==> src/rtl/except_arbiter.sv <==
// Memory-stage exception arbiter: picks the oldest excepting lane or a pending
// interrupt, computes the handler vector / ERET target, flushes, then holds a
// redirect to fetch until it is accepted.
//
// Ports:
//   clk, rst_n                 clock, async active-low reset
//   lane_* (inputs)            per-lane valid/pc/delayslot/exc/code/badva/refill/eret
//   irq_hw, irq_sw             async hardware lines, software IP[1:0]
//   status_*, cause_iv, ebase,
//   epc, error_epc             CP0 state used for vector/target selection
//   redirect_ready             fetch accepts the redirect
//   flush, kill_mask           one-cycle squash pulse and lanes to squash
//   redirect_valid/_pc         held redirect request
//   exc_*                      CP0 update record for the winning event
//   busy                       request outstanding
module except_arbiter #(
  parameter int  N_LANES     = 2,
  parameter int  IRQ_W       = 6,
  parameter int  SYNC_STAGES = 2,
  localparam int LW = (N_LANES > 1) ? $clog2(N_LANES) : 1,
  localparam int PW = IRQ_W + 2
) (
  input  logic                  clk,
  input  logic                  rst_n,
  input  logic [N_LANES-1:0]    lane_valid,
  input  logic [32*N_LANES-1:0] lane_pc,
  input  logic [N_LANES-1:0]    lane_delayslot,
  input  logic [N_LANES-1:0]    lane_exc,
  input  logic [5*N_LANES-1:0]  lane_code,
  input  logic [32*N_LANES-1:0] lane_badva,
  input  logic [N_LANES-1:0]    lane_refill,
  input  logic [N_LANES-1:0]    lane_eret,
  input  logic [IRQ_W-1:0]      irq_hw,
  input  logic [1:0]            irq_sw,
  input  logic [PW-1:0]         status_im,
  input  logic                  status_ie,
  input  logic                  status_exl,
  input  logic                  status_erl,
  input  logic                  status_bev,
  input  logic                  cause_iv,
  input  logic [19:0]           ebase,
  input  logic [31:0]           epc,
  input  logic [31:0]           error_epc,
  input  logic                  redirect_ready,
  output logic                  flush,
  output logic [N_LANES-1:0]    kill_mask,
  output logic                  redirect_valid,
  output logic [31:0]           redirect_pc,
  output logic [4:0]            exc_code,
  output logic [31:0]           exc_pc,
  output logic [31:0]           exc_badva,
  output logic                  exc_delayslot,
  output logic                  exc_eret,
  output logic [PW-1:0]         exc_ip,
  output logic [LW-1:0]         exc_lane,
  output logic                  busy
);

  typedef enum logic {
    S_IDLE,
    S_REQ
  } state_e;

  // Interrupt synchroniser
  logic [SYNC_STAGES-1:0][IRQ_W-1:0] sync_q;
  logic [IRQ_W-1:0]                  irq_s;

  always_ff @(posedge clk or negedge rst_n) begin
    if (!rst_n) begin
      sync_q <= '0;
    end else begin
      sync_q <= {sync_q[SYNC_STAGES-2:0], irq_hw};
    end
  end

  assign irq_s = sync_q[SYNC_STAGES-1];

  logic [PW-1:0] pend;
  logic          int_ok;

  assign pend   = {irq_s, irq_sw} & status_im;
  assign int_ok = status_ie & ~status_exl & ~status_erl & (|pend);

  // Lane selection: descending scan leaves the lowest index
  logic [N_LANES-1:0] cand;
  logic               e_found;
  logic               i_found;
  logic [LW-1:0]      e_idx;
  logic [LW-1:0]      i_idx;

  assign cand = lane_valid & (lane_exc | lane_eret);

  always_comb begin
    e_found = 1'b0;
    i_found = 1'b0;
    e_idx   = '0;
    i_idx   = '0;
    for (int k = N_LANES - 1; k >= 0; k--) begin
      if (cand[k]) begin
        e_found = 1'b1;
        e_idx   = LW'(k);
      end
      if (lane_valid[k]) begin
        i_found = 1'b1;
        i_idx   = LW'(k);
      end
    end
  end

  logic          win_int;
  logic          win_any;
  logic [LW-1:0] w_idx;

  assign win_int = int_ok & i_found & (~e_found | (i_idx <= e_idx));
  assign win_any = win_int | e_found;
  assign w_idx   = win_int ? i_idx : e_idx;

  // Winning lane fields
  logic [31:0] l_pc;
  logic [31:0] l_badva;
  logic [4:0]  l_code;
  logic        l_ds;
  logic        l_exc;
  logic        l_eret;
  logic        l_refill;

  always_comb begin
    l_pc     = '0;
    l_badva  = '0;
    l_code   = '0;
    l_ds     = 1'b0;
    l_exc    = 1'b0;
    l_eret   = 1'b0;
    l_refill = 1'b0;
    for (int k = 0; k < N_LANES; k++) begin
      if (w_idx == LW'(k)) begin
        l_pc     = lane_pc[32*k +: 32];
        l_badva  = lane_badva[32*k +: 32];
        l_code   = lane_code[5*k +: 5];
        l_ds     = lane_delayslot[k];
        l_exc    = lane_exc[k];
        l_eret   = lane_eret[k];
        l_refill = lane_refill[k];
      end
    end
  end

  // Record contents; exception beats ERET on the same lane
  logic        w_exc;
  logic        w_eret;
  logic [4:0]  w_code;
  logic [31:0] w_badva;
  logic [PW-1:0] w_ip;
  logic [11:0] w_off;
  logic [31:0] w_base;
  logic [31:0] w_target;
  logic [N_LANES-1:0] w_kill;

  assign w_exc   = ~win_int & l_exc;
  assign w_eret  = ~win_int & ~l_exc & l_eret;
  assign w_code  = w_exc ? l_code : 5'd0;
  assign w_badva = w_exc ? l_badva : 32'd0;
  assign w_ip    = win_int ? pend : '0;

  always_comb begin
    w_off = 12'h180;
    if (!status_exl && w_exc && l_refill &&
        (w_code == 5'd2 || w_code == 5'd3)) begin
      w_off = 12'h000;
    end else if (!status_exl && w_code == 5'd0 && cause_iv) begin
      w_off = 12'h200;
    end
  end

  assign w_base = status_bev ? 32'hBFC0_0200 : {ebase, 12'h000};

  always_comb begin
    if (w_eret) begin
      w_target = status_erl ? error_epc : epc;
    end else begin
      w_target = w_base + {20'd0, w_off};
    end
  end

  always_comb begin
    w_kill = '0;
    for (int k = 0; k < N_LANES; k++) begin
      w_kill[k] = (LW'(k) >= w_idx);
    end
  end

  // Control FSM and registered outputs
  state_e             state_q, state_d;
  logic               flush_q, flush_d;
  logic [N_LANES-1:0] kill_q, kill_d;
  logic               rv_q, rv_d;
  logic [31:0]        rpc_q, rpc_d;
  logic [4:0]         code_q, code_d;
  logic [31:0]        pc_q, pc_d;
  logic [31:0]        badva_q, badva_d;
  logic               ds_q, ds_d;
  logic               eret_q, eret_d;
  logic [PW-1:0]      ip_q, ip_d;
  logic [LW-1:0]      lane_q, lane_d;

  always_ff @(posedge clk or negedge rst_n) begin
    if (!rst_n) begin
      state_q <= S_IDLE;
      flush_q <= 1'b0;
      kill_q  <= '0;
      rv_q    <= 1'b0;
      rpc_q   <= '0;
      code_q  <= '0;
      pc_q    <= '0;
      badva_q <= '0;
      ds_q    <= 1'b0;
      eret_q  <= 1'b0;
      ip_q    <= '0;
      lane_q  <= '0;
    end else begin
      state_q <= state_d;
      flush_q <= flush_d;
      kill_q  <= kill_d;
      rv_q    <= rv_d;
      rpc_q   <= rpc_d;
      code_q  <= code_d;
      pc_q    <= pc_d;
      badva_q <= badva_d;
      ds_q    <= ds_d;
      eret_q  <= eret_d;
      ip_q    <= ip_d;
      lane_q  <= lane_d;
    end
  end

  always_comb begin
    state_d = state_q;
    flush_d = 1'b0;
    kill_d  = '0;
    rv_d    = rv_q;
    rpc_d   = rpc_q;
    code_d  = code_q;
    pc_d    = pc_q;
    badva_d = badva_q;
    ds_d    = ds_q;
    eret_d  = eret_q;
    ip_d    = ip_q;
    lane_d  = lane_q;
    unique case (state_q)
      S_IDLE: begin
        if (win_any) begin
          state_d = S_REQ;
          flush_d = 1'b1;
          kill_d  = w_kill;
          rv_d    = 1'b1;
          rpc_d   = w_target;
          code_d  = w_code;
          pc_d    = l_pc;
          badva_d = w_badva;
          ds_d    = l_ds;
          eret_d  = w_eret;
          ip_d    = w_ip;
          lane_d  = w_idx;
        end else begin
          rv_d    = 1'b0;
          rpc_d   = '0;
          code_d  = '0;
          pc_d    = '0;
          badva_d = '0;
          ds_d    = 1'b0;
          eret_d  = 1'b0;
          ip_d    = '0;
          lane_d  = '0;
        end
      end
      S_REQ: begin
        if (redirect_ready) begin
          state_d = S_IDLE;
          rv_d    = 1'b0;
          rpc_d   = '0;
          code_d  = '0;
          pc_d    = '0;
          badva_d = '0;
          ds_d    = 1'b0;
          eret_d  = 1'b0;
          ip_d    = '0;
          lane_d  = '0;
        end
      end
      default: state_d = S_IDLE;
    endcase
  end

  assign flush          = flush_q;
  assign kill_mask      = kill_q;
  assign redirect_valid = rv_q;
  assign redirect_pc    = rpc_q;
  assign exc_code       = code_q;
  assign exc_pc         = pc_q;
  assign exc_badva      = badva_q;
  assign exc_delayslot  = ds_q;
  assign exc_eret       = eret_q;
  assign exc_ip         = ip_q;
  assign exc_lane       = lane_q;
  assign busy           = (state_q == S_REQ);

endmodule

==> config.mk <==
export PLATFORM = sky130hd
export DESIGN_NAME = except_arbiter
export DESIGN_NICKNAME = d
export VERILOG_FILES = /design/src/rtl/except_arbiter.sv
export SDC_FILE = /design/constraint.sdc
export NUM_CORES = 1
export LEC_CHECK = 0
export ABC_AREA = 1
export CORE_AREA = 2 2 143 145
export DETAILED_ROUTE_END_ITERATION = 8
export DIE_AREA = 0 0 145 147
export PLACE_DENSITY = 0.66
export SYNTH_ARGS = -nofsm -noshare
export SYNTH_HDL_FRONTEND = slang
export SYNTH_SLANG_ARGS = --single-unit
==> constraint.sdc <==
create_clock -name clk -period 4.7 [get_ports clk]
set_input_delay 0.47 -clock clk [delete_from_list [all_inputs] [get_ports clk]]
set_output_delay 0.47 -clock clk [all_outputs]
set_load 0.02 [all_outputs]
==> metrics.csv, run 1 <==
stage,metric,value,unit
power,vdd_drop_max,0.237,mV
global_routing,antenna_found_initial,1,
placed_design,portBuffers,372,
routing,drt_wl_total,24.1,mm
cts,post_cts_resized,0,
routing,wl_met2,11.4,mm
setup_path,crit_buf_inv,2,
timing,grt_setup_unrepaired,false,
power,p_per_area,368,nW/µm²
cts,numCtsBuffers,17,
placed_design,place_hpwl,17.3,mm
global_routing,grt_max_degree,110,
min_path,hold_path_class,input pin to async pin,
cells_and_area,final_core_util,53.7,%
flow_run,cap_violations,0,
setup_path,critPathCaptureType,flop,
cells_and_area,drive_above_1_share,6.83,%
placed_design,dpl.cell_count,1337,
routing,drtIter0Drc,385,
yosys,async_flop_share,100,%
setup_path,criticalPathCategory,input pin to flop,
cells_and_area,fin_cells,1369,
yosys,synth_edf_count,0,
routing,ant_nets,0,
routing,drc,0,
setup_path,startpoint_type,input pin,
setup_path,crit_chain,clkdlybuf4s50_1 > nor3b_4 > nand3_4 > nand2_4 > buf_4 > nand2_1 > nand2_2 > nand3_1 > nand3_1 > nor2_1 > ha_1 > o211ai_2 > nand2_1,
setup_path,regToRegSetupSlack,1.72,ns
cts,clock_path_buffers,2,
timing,tightest_slew,1.23,ns
cells_and_area,fin_nets,1343,
setup_path,timing.rr.start,irq_s[1],
cts,cts_root_buf,clkbuf_16,
setup_path,reg2reg_to,redirect_pc[9],
timing,finalCritPeriodShare,66.3,%
setup_path,crit_arrival,3.41,ns
cts,clkTransAtPathRegs,0.06,ns
routing,met1Wirelength,10.1,mm
routing,vias_per_cell,4.77,
global_routing,grt_pass1_wl,37.0,mm
yosys,yosysTopAreaCell,dfrtp_1,
routing,top_layer,met4,
global_routing,grt-ovfl-total,0,
routing,drtPass1Iterations,7,
global_routing,grt_pass1_vias,6429,
global_routing,grt.total_usage,22.4,%
timing,relSlewSlack,17.9,%
setup_path,slowest_stage,buf_4,
cts,clkLatencyLatePin,0.42,ns
cts,cts_max_level,4,
power,finalPower,0.00392,W
timing,period_minus_slack,3.11,ns
die,coreArea,19800,µm²
die,num_rows,52,
yosys,syn-num-nets,999,
run_status,status,completed,
die,dieArea,21300,µm²
cells_and_area,syn2layout_area_growth,69.9,%
cts,cts_sinks,128,
routing,wl_per_cell,17.6,µm
routing,met3_length,1.76,mm
placed_design,routabilityCongestion,0.849,
yosys,netlist_area,6270,µm²
yosys,synth_cell_types,35,
yosys,ys_seq_area_share,51.1,%
power,p_leak,4.42,nW
timing,timing.fmax,321,MHz
timing,hold_violations,0,
die,fp.dieH,147,µm
yosys,yosysTopAreaCellShare,51.1,%
timing,fin_tns_setup,0,ns
die,die_w,145,µm
timing,fin_worst_skew,0.0118,ns
yosys,yosysWarnings,0,
die,initial_utilization,31.6,%
yosys,synthTopCellsByArea,"dfrtp_1 51%, nand2_1 9.2%, o21ai_0 8.6%",
setup_path,reg2regPathDepth,16,
die,io_pins,373,
yosys,synth-seq-cells,128,
setup_path,cp_top_family,simple AND/OR/NAND/NOR gates,
routing,dr_total_vias,6530,
cts,cts_tree,yes,
setup_path,crit_fanout,54,
cts,post_cts_buffers,0,
timing,final-setup-viol-count,0,
setup_path,critical_path_required,5.00,ns
cts,hold_buffers,0,
yosys,synth_ff_type,dfrtp_1,
yosys,syn_avg_cell_area,8.45,µm²
setup_path,cpPeakStageDelay,0.53,ns
timing,drv_slew,0,
timing,whs,0.118,ns
yosys,syn-instance-count,742,
==> where the power goes <==
group	switching (W)	leakage, nW	internal, W	total (W)
clock network	0.000509	0.259	0.000753	0.00126
registers	0.000102	1.68	0.00127	0.00137
logic	0.000690	2.48	0.000600	0.00129
==> cell families (layout without fill, tap and decap cells) <==
family                   Yosys count  in the layout  share of synthesized area (%)
buffers and inverters             68            424                           5.79
adder cells (fa/ha/maj)            1              1                          0.200
AO/OA/AOI/OAI                    209            209                           19.6
AND/OR/NAND/NOR                  328            328                           22.0
multiplexers                       8              8                           1.28
other                              0              1                              0
flip-flops                       128            128                           51.1
==> worst register-to-register path: cells and delay by family, from the launching register on <==
kind                       cells  cell delay (ns)
AOI/OAI and AO/OA              1             0.15
DFF                            1             0.36
and+or+nand+nor               13             1.56
buffers and inverters          1             0.53
adders and majority gates      1             0.27
==> per-layer routing <==
metal,track usage (%),up-vias
met5,0,-
met4,9.75,0
li1,-,3182
met2,35.2,266
met3,6.58,49
met1,28.7,3033
==> stage by stage <==
step	worst slack [ns]	area, µm²
floorplan	2.47	6270
global placement	1.19	10100
finish	1.59	10700
global route	1.30	10700
detailed placement	1.17	10100
CTS	1.59	10600
==> worst max path at each step <==
stage | start | endpoint | slack (ns) | cells past startpoint
floorplan | status_erl | redirect_pc[9] | 2.47 | 14
global placement | status_im[4] | redirect_pc[9] | 1.19 | 17
detailed placement | lane_valid[0] | redirect_pc[9] | 1.17 | 14
CTS | lane_valid[0] | redirect_pc[9] | 1.59 | 14
global route | status_im[0] | redirect_pc[9] | 1.30 | 17
finish | status_exl | redirect_pc[9] | 1.59 | 13
==> state kept, by name, indices dropped and copies added, names as in the netlist <==
name,count
exc_code,5
exc_delayslot,1
exc_eret,1
kill_mask,1
redirect_valid,1
busy,1
redirect_pc,32
exc_ip,8
exc_badva,32
exc_pc,32
sync_q,6
flush,1
irq_s,6
exc_lane,1
==> cell usage in the layout (no fill, tap or decap), drive strengths merged <==
cell type / n
clkdlybuf4s50: 371
o31ai: 40
clkinv: 4
ha: 1
a21oi: 10
buf: 8
o21a: 1
o21ai: 151
bufinv: 1
clkinvlp: 6
a32o: 2
nor3b: 1
nand2: 161
o211ai: 5
inv: 15
dfrtp: 128
mux2i: 8
nor3: 9
nand3b: 1
nand3: 16
nor2: 136
clkbuf: 19
or2: 4
diode: 1
==> final cells by class <==
type / count / area, µm²
Fill cell: 1857 / 9190
Timing Repair Buffer: 379 / 3780
Sequential cell: 128 / 3200
Multi-Input combinational cell: 546 / 2710
Clock buffer: 19 / 453
Tap cell: 270 / 338
Clock inverter: 12 / 111
Inverter: 14 / 55.1
Antenna cell: 1 / 2.50
==> cell usage after synthesis (2+ instances only) <==
cell / instances
nand3_4: 2
mux2i_1: 8
a32o_1: 2
or2_2: 4
o21ai_2: 8
clkbuf_1: 20
dfrtp_1: 128
buf_2: 17
nand2_2: 3
a21oi_1: 9
nand3_1: 14
o211ai_2: 2
nor2_1: 134
o21ai_0: 108
buf_1: 2
o31ai_2: 3
buf_6: 8
o31ai_1: 37
inv_2: 3
o211ai_1: 3
inv_1: 10
nand2_4: 4
nor3_1: 9
nand2_1: 154
buf_4: 6
o21ai_1: 35
Note: power is estimated with default switching activity, not from simulation.
==> run 2: changes to the inputs <==
==> constraint.sdc (replaced) <==
create_clock -name clk -period 3 [get_ports clk]
set_input_delay 0.3 -clock clk [delete_from_list [all_inputs] [get_ports clk]]
set_output_delay 0.3 -clock clk [all_outputs]
set_load 0.02 [all_outputs]
==> run 2 against run 1 <==
Against the previous run:
- non-clock buffer count rose by 8
- hold slack gained 0.21 ns
- critical path type is now flop to flop
- largest power group unchanged
- core utilization increased by 0.59 points
==> metrics.csv, run 2 (synthesis gave the netlist of run 1 again) <==
stage,metric,value,unit
cts,post_cts_resized,0,
setup_path,reg2reg_to,redirect_pc[30],
routing,dr_total_vias,6592,
die,die_w,145,µm
setup_path,regToRegSetupSlack,0.61,ns
routing,vias_per_cell,4.79,
power,swShare,32.9,%
min_path,hold_path_class,input pin to flop,
cts,clkTransAtPathRegs,0.06,ns
cts,post_cts_buffers,0,
placed_design,dpl.cell_count,1344,
power,power.clock.fraction,32.6,%
routing,drtPass1Iterations,4,
cts,hold_buffers,1,
cells_and_area,seq_area,3200,µm²
setup_path,timing.rr.start,irq_s[3],
die,initial_utilization,31.6,%
cts,clkLatencyLatePin,0.42,ns
min_path,worstHoldPathCells,1,
setup_path,criticalPathCategory,flop to flop,
setup_path,critical_path_required,3.27,ns
power,p_per_area,582,nW/µm²
setup_path,cp-endpoint,redirect_pc[30],
timing,fin_tns_setup,0,ns
routing,ant_nets,0,
cells_and_area,drive_above_1_share,7.41,%
global_routing,grt_max_degree,79,
die,dieArea,21300,µm²
timing,final-setup-viol-count,0,
setup_path,crit_arrival,2.66,ns
setup_path,crit_fanout,23,
cts,numCtsBuffers,17,
timing,timing.fmax,419,MHz
timing,relSlewSlack,45.6,%
cts,cts_max_level,4,
power,comb_power_share,33.0,%
timing,tightest_slew,0.816,ns
setup_path,critPathCaptureType,flop,
global_routing,grt-ovfl-total,0,
timing,whs,0.329,ns
timing,hold_violations,0,
timing,fin_worst_skew,0.0118,ns
cells_and_area,syn2layout_area_growth,71.7,%
die,io_pins,373,
cts,cts_sinks,128,
placed_design,pre_cts_ws,0.201,ns
global_routing,grt.total_usage,22.8,%
placed_design,routabilityCongestion,0.865,
global_routing,grt_pass1_vias,6667,
power,p_switching,0.00206,W
timing,finalCritPeriodShare,79.5,%
cells_and_area,final_cell_mix,"371 x clkdlybuf4s50_1, 154 x nand2_1, 133 x nor2_1",
power,power_frac_seq,34.4,%
cells_and_area,multi_input_area,2710,µm²
routing,wl_per_cell,17.9,µm
flow_run,cap_violations,0,
power,internal-power,0.00420,W
placed_design,portBuffers,372,
routing,drc,0,
die,num_rows,52,
cells_and_area,fin_cells,1377,
timing,fin_ws,0.614,ns
die,coreArea,19800,µm²
timing,period_minus_slack,2.39,ns
global_routing,grt_pass1_wl,37.9,mm
cells_and_area,fin_nets,1351,
timing,grt_setup_unrepaired,false,
setup_path,reg2regPathDepth,14,
placed_design,place_hpwl,17.9,mm
cells_and_area,n_fill_cell,1845,
global_routing,antenna_found_initial,2,
cts,clock_path_buffers,2,
power,p_leak,4.49,nW
setup_path,cp-startpoint,irq_s[3],
power,vdd_drop_max,0.388,mV
cts,cts_root_buf,clkbuf_16,
timing,drv_slew,0,
die,fp.dieH,147,µm
routing,drtIter0Drc,419,
cts,cts_tree,yes,
run_status,status,completed,
setup_path,startpoint_type,flop,
cells_and_area,layout_commonest_cell,clkdlybuf4s50_1,
routing,drt_wl_total,24.6,mm
run 2: cell count changes in the layout (fill, tap and decap cells not counted):
cell | before | now
buf_12 | 0 | 3
dlygate4sd3_1 | 0 | 1
clkinv_2 | 2 | 3
buf_4 | 7 | 11
clkinv_4 | 2 | 5
bufinv_16 | 1 | 2
clkbuf_8 | 2 | 1
inv_6 | 1 | 0
clkinvlp_4 | 6 | 3
run 2: area by class of cell:
cell class | count | share of cell area [%]
clock inverter | 13 | 1.31
multi-input combinational | 546 | 25.2
tap | 270 | 3.14
antenna | 1 | 0.0232
sequential | 128 | 29.7
timing repair buffer | 387 | 36.0
clock buffer | 18 | 4.08
inverter | 14 | 0.511
run 2: power by group through the flow:
stage                     sequential [W]  combinational [W]  clock (W)
after detailed placement         0.00218            0.00207          0
final                            0.00215            0.00207    0.00204
after global routing             0.00219            0.00222    0.00216
after floorplan                  0.00247           0.000638          0
after global placement           0.00217            0.00207          0
after CTS                        0.00216            0.00209    0.00209
run 2: worst min-delay path by stage:
| stage | startpoint | endpoint | slack (ns) |
|---|---|---|---|
| 2_1_floorplan | rst_n | busy | 0.004 |
| 3_3_place_gp | sync_q[0] | irq_s[0] | 0.33 |
| 3_5_place_dp | sync_q[0] | irq_s[0] | 0.33 |
| 4_1_cts | irq_hw[5] | sync_q[5] | 0.31 |
| 5_1_grt | irq_hw[1] | sync_q[1] | 0.31 |
| 6_report | irq_hw[2] | sync_q[2] | 0.33 |
run 2: per-stage QoR:
step,power (W),util (%),instance area (µm²)
5_1_grt,0.00657,54.3,10800
6_report,0.00626,54.3,10800
3_3_place_gp,0.00425,51.3,10200
2_1_floorplan,0.00311,-,6270
4_1_cts,0.00634,54.2,10800
3_5_place_dp,0.00426,51.3,10200
run 2: layer usage:
metal  vias up  part of all wire [%]  GRT usage, %
li1       3186                     -             -
met1      3118                    42          28.8
met2       256                    48          37.4
met3        30                   7.7          7.30
met4         2                   1.7          7.33
met5         -                 0.045             0
run 2: critical path, cell delays in order, from the launching register on:
cell,delay (ns)
dfrtp_1,0.37
nand2_1,0.09
nand2_1,0.06
nor2_1,0.11
nand2_1,0.18
nand3_4,0.12
nand2_4,0.07
nand2_4,0.19
nand2_1,0.10
nand2_2,0.11
nand2_2,0.14
inv_2,0.37
nor2_1,0.14
nand3_1,0.10
nand3_1,0.08
